$ cat src/rtl/adc_bitserial_accumulator_if.sv
// ---------------------------------------------------------------------------
// adc_bitserial_accumulator_if
//
// Purpose: groups the two streaming handshakes of the bit-serial accumulator.
//   - ADC side: one bit-plane of signed ADC results per beat.
//   - Output side: one full-precision per-column sum per beat.
//
// Handshake rule (both channels): a beat transfers on the rising clock edge
// where valid and ready are both high. Once the producer raises valid, it
// holds valid and data stable until that transfer. Ready may change freely
// and never depends combinationally on valid.
//
// Signal names carry the direction as seen from the accumulator.
//   master : the accumulator (drives adc_ready_o, out_valid_o, out_data_o)
//   slave  : the environment (ADC wrapper + output buffer)
//
// Signals:
//   adc_valid_i  adc_data_i holds one bit-plane result
//   adc_ready_o  accumulator accepts a bit-plane
//   adc_data_i   [numCols-1:0][numAdcBits-1:0] signed ADC results
//   out_valid_o  out_data_o holds a completed sum
//   out_ready_i  consumer accepts the sum
//   out_data_o   [numCols-1:0][numAccBits-1:0] signed sums
// ---------------------------------------------------------------------------
interface adc_bitserial_accumulator_if #(
  parameter int numCols    = 32,
  parameter int numAdcBits = 4,
  parameter int numAccBits = 12
);
  logic                                 adc_valid_i;
  logic                                 adc_ready_o;
  logic [numCols-1:0][numAdcBits-1:0]   adc_data_i;
  logic                                 out_valid_o;
  logic                                 out_ready_i;
  logic [numCols-1:0][numAccBits-1:0]   out_data_o;

  modport master (
    input  adc_valid_i,
    input  adc_data_i,
    output adc_ready_o,
    output out_valid_o,
    input  out_ready_i,
    output out_data_o
  );

  modport slave (
    output adc_valid_i,
    output adc_data_i,
    input  adc_ready_o,
    input  out_valid_o,
    output out_ready_i,
    input  out_data_o
  );
endinterface

$ cat src/rtl/adc_bitserial_accumulator.sv
// ---------------------------------------------------------------------------
// adc_bitserial_accumulator
//
// Purpose: shift-adds per-bit-plane signed ADC results (activations applied
// LSB first, one plane per beat) into full-precision signed per-column
// partial sums, then presents the sums over a valid/ready handshake.
//
// Ports:
//   clk           clock
//   rst           synchronous, active-high reset
//   start_i       begin a new accumulation; config captured on acceptance
//   cfg_n_bits_i  activation precision (0 -> 1, >maxInBits -> maxInBits)
//   cfg_signed_i  1 = MSB plane carries negative weight
//   busy_o        high whenever the FSM is not IDLE
//   dbg_state_o   current FSM state (0 IDLE, 1 ACCUM, 2 OUTPUT)
//   bus           ADC input stream and sum output stream (master modport)
// ---------------------------------------------------------------------------
module adc_bitserial_accumulator #(
  parameter int numCols    = 32,
  parameter int numAdcBits = 4,
  parameter int maxInBits  = 8,
  parameter int numAccBits = numAdcBits + maxInBits
) (
  input  logic                               clk,
  input  logic                               rst,
  input  logic                               start_i,
  input  logic [$clog2(maxInBits+1)-1:0]     cfg_n_bits_i,
  input  logic                               cfg_signed_i,
  output logic                               busy_o,
  output logic [1:0]                         dbg_state_o,
  adc_bitserial_accumulator_if.master        bus
);

  localparam int CNW = $clog2(maxInBits + 1);
  localparam logic [CNW-1:0] MAX_N = CNW'(maxInBits);
  localparam logic [CNW-1:0] ONE_N = CNW'(1);

  typedef enum logic [1:0] {
    IDLE   = 2'd0,
    ACCUM  = 2'd1,
    OUTPUT = 2'd2
  } state_t;

  state_t                              r_state;
  state_t                              w_state_next;
  logic [CNW-1:0]                      r_n;
  logic                                r_signed;
  logic [CNW-1:0]                      r_bit_cnt;
  logic [numCols-1:0][numAccBits-1:0]  r_acc;

  logic [numCols-1:0][numAccBits-1:0]  w_acc_next;
  logic [numAccBits-1:0]               w_term;
  logic [CNW-1:0]                      w_n_clamped;
  logic                                w_beat;
  logic                                w_last;
  logic                                w_sub;
  logic                                w_out_fire;
  logic                                w_load;
  logic                                w_busy;
  logic                                w_adc_ready;
  logic                                w_out_valid;

  // Illegal precisions are folded into the legal range at capture time.
  assign w_n_clamped = (cfg_n_bits_i == '0)   ? ONE_N :
                       (cfg_n_bits_i > MAX_N) ? MAX_N : cfg_n_bits_i;

  assign w_beat     = (r_state == ACCUM) && bus.adc_valid_i;
  assign w_last     = (r_bit_cnt == (r_n - ONE_N));
  assign w_sub      = r_signed && w_last;
  assign w_out_fire = (r_state == OUTPUT) && bus.out_ready_i;
  // A new job starts either from IDLE or on the output handshake itself,
  // which gives zero-bubble back-to-back operation.
  assign w_load     = start_i && ((r_state == IDLE) || w_out_fire);

  // Per-column shift-add: sign-extend the ADC result, weight it by the
  // current bit-plane and subtract on the MSB plane of a signed activation.
  always_comb begin
    w_acc_next = r_acc;
    w_term     = '0;
    for (int c = 0; c < numCols; c++) begin
      w_term = {{(numAccBits-numAdcBits){bus.adc_data_i[c][numAdcBits-1]}},
                bus.adc_data_i[c]} << r_bit_cnt;
      if (w_sub) begin
        w_acc_next[c] = r_acc[c] - w_term;
      end else begin
        w_acc_next[c] = r_acc[c] + w_term;
      end
    end
  end

  // State register and datapath registers.
  always_ff @(posedge clk) begin
    if (rst) begin
      r_state   <= IDLE;
      r_n       <= '0;
      r_signed  <= 1'b0;
      r_bit_cnt <= '0;
      r_acc     <= '0;
    end else begin
      r_state <= w_state_next;
      if (w_load) begin
        r_n       <= w_n_clamped;
        r_signed  <= cfg_signed_i;
        r_bit_cnt <= '0;
        r_acc     <= '0;
      end else if (w_beat) begin
        r_acc     <= w_acc_next;
        r_bit_cnt <= r_bit_cnt + ONE_N;
      end
    end
  end

  // Next-state logic.
  always_comb begin
    w_state_next = r_state;
    case (r_state)
      IDLE: begin
        if (start_i) w_state_next = ACCUM;
      end
      ACCUM: begin
        if (w_beat && w_last) w_state_next = OUTPUT;
      end
      OUTPUT: begin
        if (w_out_fire) w_state_next = start_i ? ACCUM : IDLE;
      end
      default: w_state_next = IDLE;
    endcase
  end

  // Output decode.
  always_comb begin
    w_busy      = 1'b0;
    w_adc_ready = 1'b0;
    w_out_valid = 1'b0;
    case (r_state)
      ACCUM: begin
        w_busy      = 1'b1;
        w_adc_ready = 1'b1;
      end
      OUTPUT: begin
        w_busy      = 1'b1;
        w_out_valid = 1'b1;
      end
      default: ;
    endcase
  end

  assign busy_o          = w_busy;
  assign dbg_state_o     = r_state;
  assign bus.adc_ready_o = w_adc_ready;
  assign bus.out_valid_o = w_out_valid;
  // Sums are shown straight from the accumulators; only meaningful with valid.
  assign bus.out_data_o  = r_acc;

endmodule

$ cat src/flat_wrapper.sv
// flat-port wrapper written by rule: the top's interface ports become plain ports
module adc_bitserial_accumulator_flat 
#(
  parameter int numCols    = 32,
  parameter int numAdcBits = 4,
  parameter int maxInBits  = 8,
  parameter int numAccBits = numAdcBits + maxInBits
)
  (clk, rst, start_i, cfg_n_bits_i, cfg_signed_i, busy_o, dbg_state_o, bus_adc_valid_i, bus_adc_data_i, bus_adc_ready_o, bus_out_valid_o, bus_out_ready_i, bus_out_data_o);
  adc_bitserial_accumulator_if #(.numCols(numCols), .numAdcBits(numAdcBits), .numAccBits(numAccBits)) bus_i ();
  input  logic clk;
  input  logic rst;
  input  logic start_i;
  input  logic [$clog2(maxInBits+1)-1:0] cfg_n_bits_i;
  input  logic cfg_signed_i;
  output logic busy_o;
  output logic [1:0] dbg_state_o;
  input wire logic [$bits(bus_i.adc_valid_i)-1:0] bus_adc_valid_i;
  input wire logic [$bits(bus_i.adc_data_i)-1:0] bus_adc_data_i;
  output wire logic [$bits(bus_i.adc_ready_o)-1:0] bus_adc_ready_o;
  output wire logic [$bits(bus_i.out_valid_o)-1:0] bus_out_valid_o;
  input wire logic [$bits(bus_i.out_ready_i)-1:0] bus_out_ready_i;
  output wire logic [$bits(bus_i.out_data_o)-1:0] bus_out_data_o;
  assign bus_i.adc_valid_i = bus_adc_valid_i;
  assign bus_i.adc_data_i = bus_adc_data_i;
  assign bus_adc_ready_o = bus_i.adc_ready_o;
  assign bus_out_valid_o = bus_i.out_valid_o;
  assign bus_i.out_ready_i = bus_out_ready_i;
  assign bus_out_data_o = bus_i.out_data_o;
  adc_bitserial_accumulator #(.numCols(numCols), .numAdcBits(numAdcBits), .maxInBits(maxInBits), .numAccBits(numAccBits)) u_core (.clk(clk), .rst(rst), .start_i(start_i), .cfg_n_bits_i(cfg_n_bits_i), .cfg_signed_i(cfg_signed_i), .busy_o(busy_o), .dbg_state_o(dbg_state_o), .bus(bus_i));
endmodule
$ cat config.mk
export PLATFORM = sky130hd
export DESIGN_NAME = adc_bitserial_accumulator_flat
export DESIGN_NICKNAME = d
export VERILOG_FILES = /design/src/rtl/adc_bitserial_accumulator_if.sv /design/src/rtl/adc_bitserial_accumulator.sv /design/src/flat_wrapper.sv
export SDC_FILE = /design/constraint.sdc
export NUM_CORES = 2
export LEC_CHECK = 0
export ABC_CLOCK_PERIOD_IN_PS = 4200
export CAP_MARGIN = 20
export CORE_ASPECT_RATIO = 0.6
export CORE_MARGIN = 8
export CORE_UTILIZATION = 40
export CTS_BUF_LIST = sky130_fd_sc_hd__clkbuf_8
export CTS_CLUSTER_DIAMETER = 100
export DETAILED_ROUTE_END_ITERATION = 16
export GPL_TIMING_DRIVEN = 1
export PLACE_DENSITY = 0.72
export SLEW_MARGIN = 20
export SYNTH_ARGS = -nofsm -noshare
export SYNTH_HDL_FRONTEND = slang
export SYNTH_SLANG_ARGS = --single-unit
$ cat constraint.sdc
create_clock -name clk -period 4.2 [get_ports clk]
set_input_delay 1.05 -clock clk [delete_from_list [all_inputs] [get_ports clk]]
set_output_delay 1.05 -clock clk [all_outputs]
set_load 0.02 [all_outputs]
# Word-level counts from Yosys, hierarchy flattened
# Cells that the tools add are included.
# classes
shifts,32
mux,42
reduce_logical,11
order_cmp,1
addsub,66
eq_ne,6
# ops
cell,n
12-bit adder,32
12-bit 2-to-1 mux,32
12-bit by 4-bit left shift with 12-bit output,32
12-bit subtractor,32
4-bit 2-to-1 mux,2
2-bit 2-to-1 mux,3
2-bit one-hot mux with 3 select lines,1
1-bit logical AND,5
"4-bit by 1-bit adder with 4-bit output, second input constant",1
4-bit equality test,1
"4-bit greater-than comparator, second input constant",1
4-bit zero test,1
1-bit 2-to-1 mux,4
"2-bit != test, second input constant",2
2-bit OR reduction,2
"4-bit by 1-bit subtractor with 4-bit output, second input constant",1
3-bit AND reduction,1
"2-bit by 1-bit equality test with 1-bit output, second input constant",1
"2-bit equality test, second input constant",1
2-bit zero test,1
"2-bit by 1-bit != test with 1-bit output, second input constant",1
1-bit logical OR,1
# word_totals
word_cells,194
register_bits,395
input_bits,138
out_inout_bits,389

# Longest topological paths before layout
# depth
ltp_word,5
mapped_depth,22
mapped_depth_nobuf,19

# Worst setup path before layout
# OpenSTA, ideal clock, no wires.
# synth_timing
path_kind,reg2reg
start,reg u_core.r_bit_cnt[2]
end,reg u_core.r_acc (netlist bit u_core.bus.out_data_o[58])
stages_incl_launch_ff,22
required_ps,4076
path_buffers,6
setup_ps,124
period_less_slack_ps,4329
setup_slack_ps,-129
t_arrival_ps,4205
cell_sequence,dfxtp_1 > buf_2 > or2_2 > buf_2 > buf_2 > clkbuf_1 > clkbuf_1 > nor3_1 > clkbuf_1 > nand2_1 > ha_1 > nand2_1 > o21a_1 > fa_1 > a21o_1 > a21oi_1 > o21bai_1 > a21oi_1 > o21bai_1 > a41oi_1 > mux2i_1 > nand3_1
# synth_between
elab_chain_len,3
word_cells_on_any_way,6
cone_classes,2 x add/sub; 1 x eq/ne; 1 x shift; 1 x mux; 1 x reduce/logical
# synth_lines
item,line_no,rtl
start: declaration,adc_bitserial_accumulator.sv:48,logic [CNW-1:0] r_bit_cnt;
start signal: assignment,adc_bitserial_accumulator.sv:108,r_bit_cnt <= r_bit_cnt + ONE_N;
12-bit by 4-bit left shift with 12-bit output or 4-bit equality test (tied branches),"adc_bitserial_accumulator.sv:81, adc_bitserial_accumulator.sv:68",
12-bit adder (tied with other cells),adc_bitserial_accumulator.sv:86,w_acc_next[c] = r_acc[c] + w_term;
12-bit 2-to-1 mux (*),adc_bitserial_accumulator.sv:83,if (w_sub) begin
end signal: assignment,adc_bitserial_accumulator.sv:107,r_acc <= w_acc_next;
end: declaration,adc_bitserial_accumulator.sv:49,logic [numCols-1:0][numAccBits-1:0] r_acc;
# Mark *: on every way between the ends. The rest lies on a longest branch, timed or not.
# A chain may end at the register's enable or synchronous reset.

# Worst setup path in the final report
# layout_timing
start,reg u_core.r_n[1]
end,reg u_core.r_acc (netlist bit u_core.bus.out_data_o[275])
# layout_between
elab_chain_len,4
# layout_lines
item,line_no,rtl
start: declaration,adc_bitserial_accumulator.sv:46,logic [CNW-1:0] r_n;
start signal: assignment,adc_bitserial_accumulator.sv:102,r_n <= w_n_clamped;
4-bit by 1-bit subtractor with 4-bit output,adc_bitserial_accumulator.sv:68,assign w_last = (r_bit_cnt == (r_n - ONE_N));
4-bit equality test,adc_bitserial_accumulator.sv:68,
1-bit logical AND,adc_bitserial_accumulator.sv:69,assign w_sub = r_signed && w_last;
12-bit 2-to-1 mux,adc_bitserial_accumulator.sv:83,
# Every way passes these cells.

==> impl_summary.md <==
CTS
The number of hold buffers added after CTS was 0. The maximum count of clock buffers along a single path is 3. The clock tree from TritonCTS is done.

The deepest level of the CTS H-tree is 3. The CTS root buffer is sky130_fd_sc_hd__clkbuf_8. The later pin in the worst-skew pair is clocked with a latency of 0.80 ns. After clock tree synthesis, the clock-pin slew on the worst setup and hold paths is 0.07 ns.

The number of buffers inserted during clock tree synthesis is 75. The clock net in this run drives a total of 395 sinks.

Worst setup path
For the worst setup path, the data arrival time is 4.81 ns. At the worst endpoint, the required time is 4.89 ns. On the worst path, the slowest cell contributes a delay of 0.36 ns. The most numerous cell type found on the critical path is sky130_fd_sc_hd__a21oi_1.

The sort of element at the end of the critical path is a flip-flop. In this run the worst path has a maximum fanout of 15. The start-to-end type of the worst setup path is flip-flop to flip-flop. Walking the worst path, the cells encountered are inv_1 > ha_1 > xnor2_2 > xnor2_2 > nor4b_4 > buf_4 > buf_12 > or2_2 > a21oi_1 > o32ai_1 > a21oi_1 > ha_1 > o21a_1 > o31a_1 > o211ai_1 > a21oi_1 > nor3_1 > or3_1 > mux2i_1 > mux2i_1. STA classifies the critical path startpoint as a flip-flop. The critical-path cell with the highest stage delay is sky130_fd_sc_hd__dfxtp_2.

Synthesis
The fraction of registers with async set or reset after synthesis is 0. Of the post-synthesis cell area, the dominant cell type holds 0.174. Of the total synthesized cell area, the portion taken by AND, OR, NAND and NOR gates is 0.243. A synthesized cell averages 7.15 sq um. By instance count, the leading cell after synthesis is sky130_fd_sc_hd__nand2_1.

After technology mapping, the gate count stands at 6345. The biggest area contributor in the post-synthesis netlist is sky130_fd_sc_hd__dfxtp_1. Ranked by instance count, the synthesized netlist is headed by sky130_fd_sc_hd__nand2_1 (888), sky130_fd_sc_hd__a21oi_1 (783), sky130_fd_sc_hd__nor2_1 (520), sky130_fd_sc_hd__dfxtp_1 (395), sky130_fd_sc_hd__ha_1 (390). The register bit count reported by yosys is 395.

The area of the mapped netlist is 45300 sq um. After synthesis, the cell types taking the most area are sky130_fd_sc_hd__dfxtp_1 (17%), sky130_fd_sc_hd__ha_1 (11%), sky130_fd_sc_hd__a21oi_1 (8.6%). The portion of synthesized area spent on multiplexers is 0.0639. In this run, synthesis inferred 0 flip-flops with an integrated enable. Counting every net in the synthesized netlist gives 6905.

The adder-cell share of the synthesized area is 0.122. For this run, the leading register cell type out of synthesis is sky130_fd_sc_hd__dfxtp_1. The yosys synthesis warning count is 0.

Counting distinct cell types in the post-synthesis netlist gives 75. The part of the Yosys area used for sequential elements is 0.174. The parity-gate share of the synthesized area counting xor and xnor cells is 0.0991. The main combinational cell family by area after synthesis is simple AND/OR/NAND/NOR gates. The fraction of the mapped netlist area in compound gates came to 0.242.

Cells and area
The share of the core filled with cells in the final layout is 0.562. After filler insertion, the fill cell instance count of the layout stands at 10300. The synthesis-to-finish area growth is 39.2%. In the final layout, the share of cells above drive strength 1 is 0.206. The layout net count is 8350.

STA
The max-slew violation count is 0. Setup repair after global routing could not meet its margin everywhere. Across all hold checks on the routed design, the worst slack comes to 0.476 ns. The maximum operating frequency is 243 MHz. The final-report setup violation count is 0. The final clock skew is 0.0631 ns. Adding up every negative setup slack in the final design gives 0 ns. In the finished design, the share of the clock period the worst path needs comes to 0.979. For the pin with the worst max-slew slack, the measured transition is 1.13 ns. The post-layout minimum cycle time is 4.11 ns. The hold violation total from the final report is 0. Headroom to the max-slew limit came out at 0.245.

Detailed routing
Using the TritonRoute via totals, the vias-per-cell ratio works out to 5.76. The initial DRC count is 5495. For this run, the detailed router's first-pass iteration total came to 6. The remaining design rule violation count is 0.

The post-detailed-route count of antenna-violating nets is 0. The total wirelength of the detailed-routed design is 195000 um. Summing over every cut layer, the via total after detailed routing is 54100. In the final routed layout, each cell accounts on average for 20.8 um.

Placement
The number of buffers inserted by port buffering is 526. Routability-driven placement finished with a final weighted congestion of 0.934. The half-perimeter wire length of the detailed placement result is 146000 um.

Die
The core area is 112000 sq um. The die is 277 um tall. For this configuration, the core starts out at a cell density of 0.404. The floorplan step defined a die boundary enclosing 125000 sq um.

After floorplanning, the core was divided into 95 placement rows. The floorplan step set the die width to 451 um. The number of I/O pins is 527.

Global routing
The total congestion overflow is 0. The initial antenna violation count is 57. The via count of the first global-routing pass came to 50000. In the global route stage, overall resource usage came out at 0.290.

The first global-routing pass estimated 294000 um of wire. Entering global routing, the biggest net connects 182 pins.

Flow run
The max-cap violation count is 0.

Run status
The flow ran to the end, and the final reports show no timing, DRC or antenna violations.

Min path
The worst hold path belongs to the class flip-flop to flip-flop.

Power and ir drop
The leakage power figure is 27.0 nW. The worst IR drop on VDD is 0.000386 V. Dividing total power by cell area gives a power density of 334 nW/um^2.
[metal layers]
layer  track usage  vias up  routed length [um]
li1              -    25800                   -
met2         0.441     2631               83700
met1         0.392    25300               83800
met4         0.115       22                7210
met5             0        -                 142
met3        0.0738      414               20300
[timing repair]
| action | 4_1_cts | 5_1_grt |
|---|---|---|
| gates resized for setup | 0 | 94 |
| buffers inserted | 0 | 17 |
| endpoints found under the hold margin | 0 | 0 |
| endpoints found under the setup margin | 0 | 116 |
[power breakdown]
group          internal, mW  switching [mW]  total, mW
registers              4.17           0.486       4.65
clock network          2.21            1.97       4.18
logic                  5.75            6.48       12.2
[cells by family (layout without fill, tap and decap cells)]
group / Yosys count / count (layout)
other: 0 / 43
XOR/XNOR: 513 / 513
flip-flops: 395 / 395
AND/OR/NAND/NOR: 2346 / 2346
buffers and inverters: 605 / 2097
AO/OA/AOI/OAI: 1795 / 1795
adder cells (fa/ha/maj): 422 / 422
multiplexers: 269 / 269
[registers in the layout, summed over array words and instances (netlist names)]
register	count
u_core.r_signed	1
u_core.r_bit_cnt	4
u_core.bus.out_data_o	384
u_core.dbg_state_o	2
u_core.r_n	4
[layout by cell type, fill, tap and decap left out, types with 34 or more instances in the layout]
| master | count |
|---|---|
| sky130_fd_sc_hd__o21a_1 | 42 |
| sky130_fd_sc_hd__nand3_1 | 234 |
| sky130_fd_sc_hd__clkdlybuf4s50_1 | 526 |
| sky130_fd_sc_hd__nand2b_1 | 61 |
| sky130_fd_sc_hd__nand2_1 | 883 |
| sky130_fd_sc_hd__or3_1 | 113 |
| sky130_fd_sc_hd__o21bai_1 | 68 |
| sky130_fd_sc_hd__o21ai_0 | 313 |
| sky130_fd_sc_hd__a22oi_1 | 41 |
| sky130_fd_sc_hd__buf_4 | 1179 |
| sky130_fd_sc_hd__xnor2_1 | 379 |
| sky130_fd_sc_hd__dfxtp_1 | 390 |
| sky130_fd_sc_hd__diode_2 | 43 |
| sky130_fd_sc_hd__a21oi_2 | 34 |
| sky130_fd_sc_hd__inv_1 | 218 |
| sky130_fd_sc_hd__a31oi_1 | 58 |
| sky130_fd_sc_hd__ha_1 | 387 |
| sky130_fd_sc_hd__a211oi_1 | 120 |
| sky130_fd_sc_hd__mux2_2 | 60 |
| sky130_fd_sc_hd__buf_12 | 51 |
| sky130_fd_sc_hd__nor2b_1 | 112 |
| sky130_fd_sc_hd__nand4_1 | 50 |
| sky130_fd_sc_hd__mux2i_1 | 194 |
| sky130_fd_sc_hd__clkbuf_8 | 92 |
| sky130_fd_sc_hd__a21oi_1 | 748 |
| sky130_fd_sc_hd__xor2_1 | 131 |
| sky130_fd_sc_hd__nor3_1 | 124 |
| sky130_fd_sc_hd__nor2_1 | 517 |
| sky130_fd_sc_hd__a21o_1 | 50 |
| sky130_fd_sc_hd__and4_1 | 34 |
| sky130_fd_sc_hd__nor4_1 | 38 |
[metrics by stage]
| stage | setup slack (ns) | area [sq um] | total power [mW] | std cells |
|---|---|---|---|---|
| floorplan | 0.0178 | 45400 | 11.5 | 6345 |
| global placement | -0.485 | 60800 | 16.3 | 9196 |
| detailed placement | -0.537 | 60800 | 16.6 | 9196 |
| CTS | 0.0209 | 62300 | 20.9 | 9320 |
| global route | -0.0769 | 63100 | 22.4 | 9370 |
| finish | 0.0893 | 63100 | 21.1 | 9383 |
[area by class of cell]
type | count | area [sq um] | area share
multi-input cells | 5345 | 35500 | 0.563
well taps | 1503 | 1880 | 0.0298
diodes | 43 | 108 | 0.00171
clock buffers | 92 | 1270 | 0.0201
clock inverters | 32 | 248 | 0.00393
flip-flops and latches | 395 | 7920 | 0.126
repair buffers | 1768 | 15400 | 0.244
inverters | 205 | 774 | 0.0123
[critical path, delay by kind of cell, from the launching register on]
family,cells,cell delay (ns)
and+or+nand+nor,4,0.85
DFF,1,0.36
xor gates and xnor gates,2,0.40
AOI/OAI and AO/OA,7,1.16
muxes,2,0.42
buffers and inverters,3,0.38
adders and majority gates,2,0.42
[worst paths after layout]
check	endpoint	slack (ns)	cells past startpoint	start
max	u_core.bus.out_data_o[275]	0.09	20	u_core.r_n[1]
min	u_core.bus.out_data_o[43]	0.48	2	u_core.bus.out_data_o[43]
max reg2reg	u_core.bus.out_data_o[275]	0.09	20	u_core.r_n[1]
min reg2reg	u_core.bus.out_data_o[43]	0.48	2	u_core.bus.out_data_o[43]
Note: power is estimated with default switching activity, not from simulation.
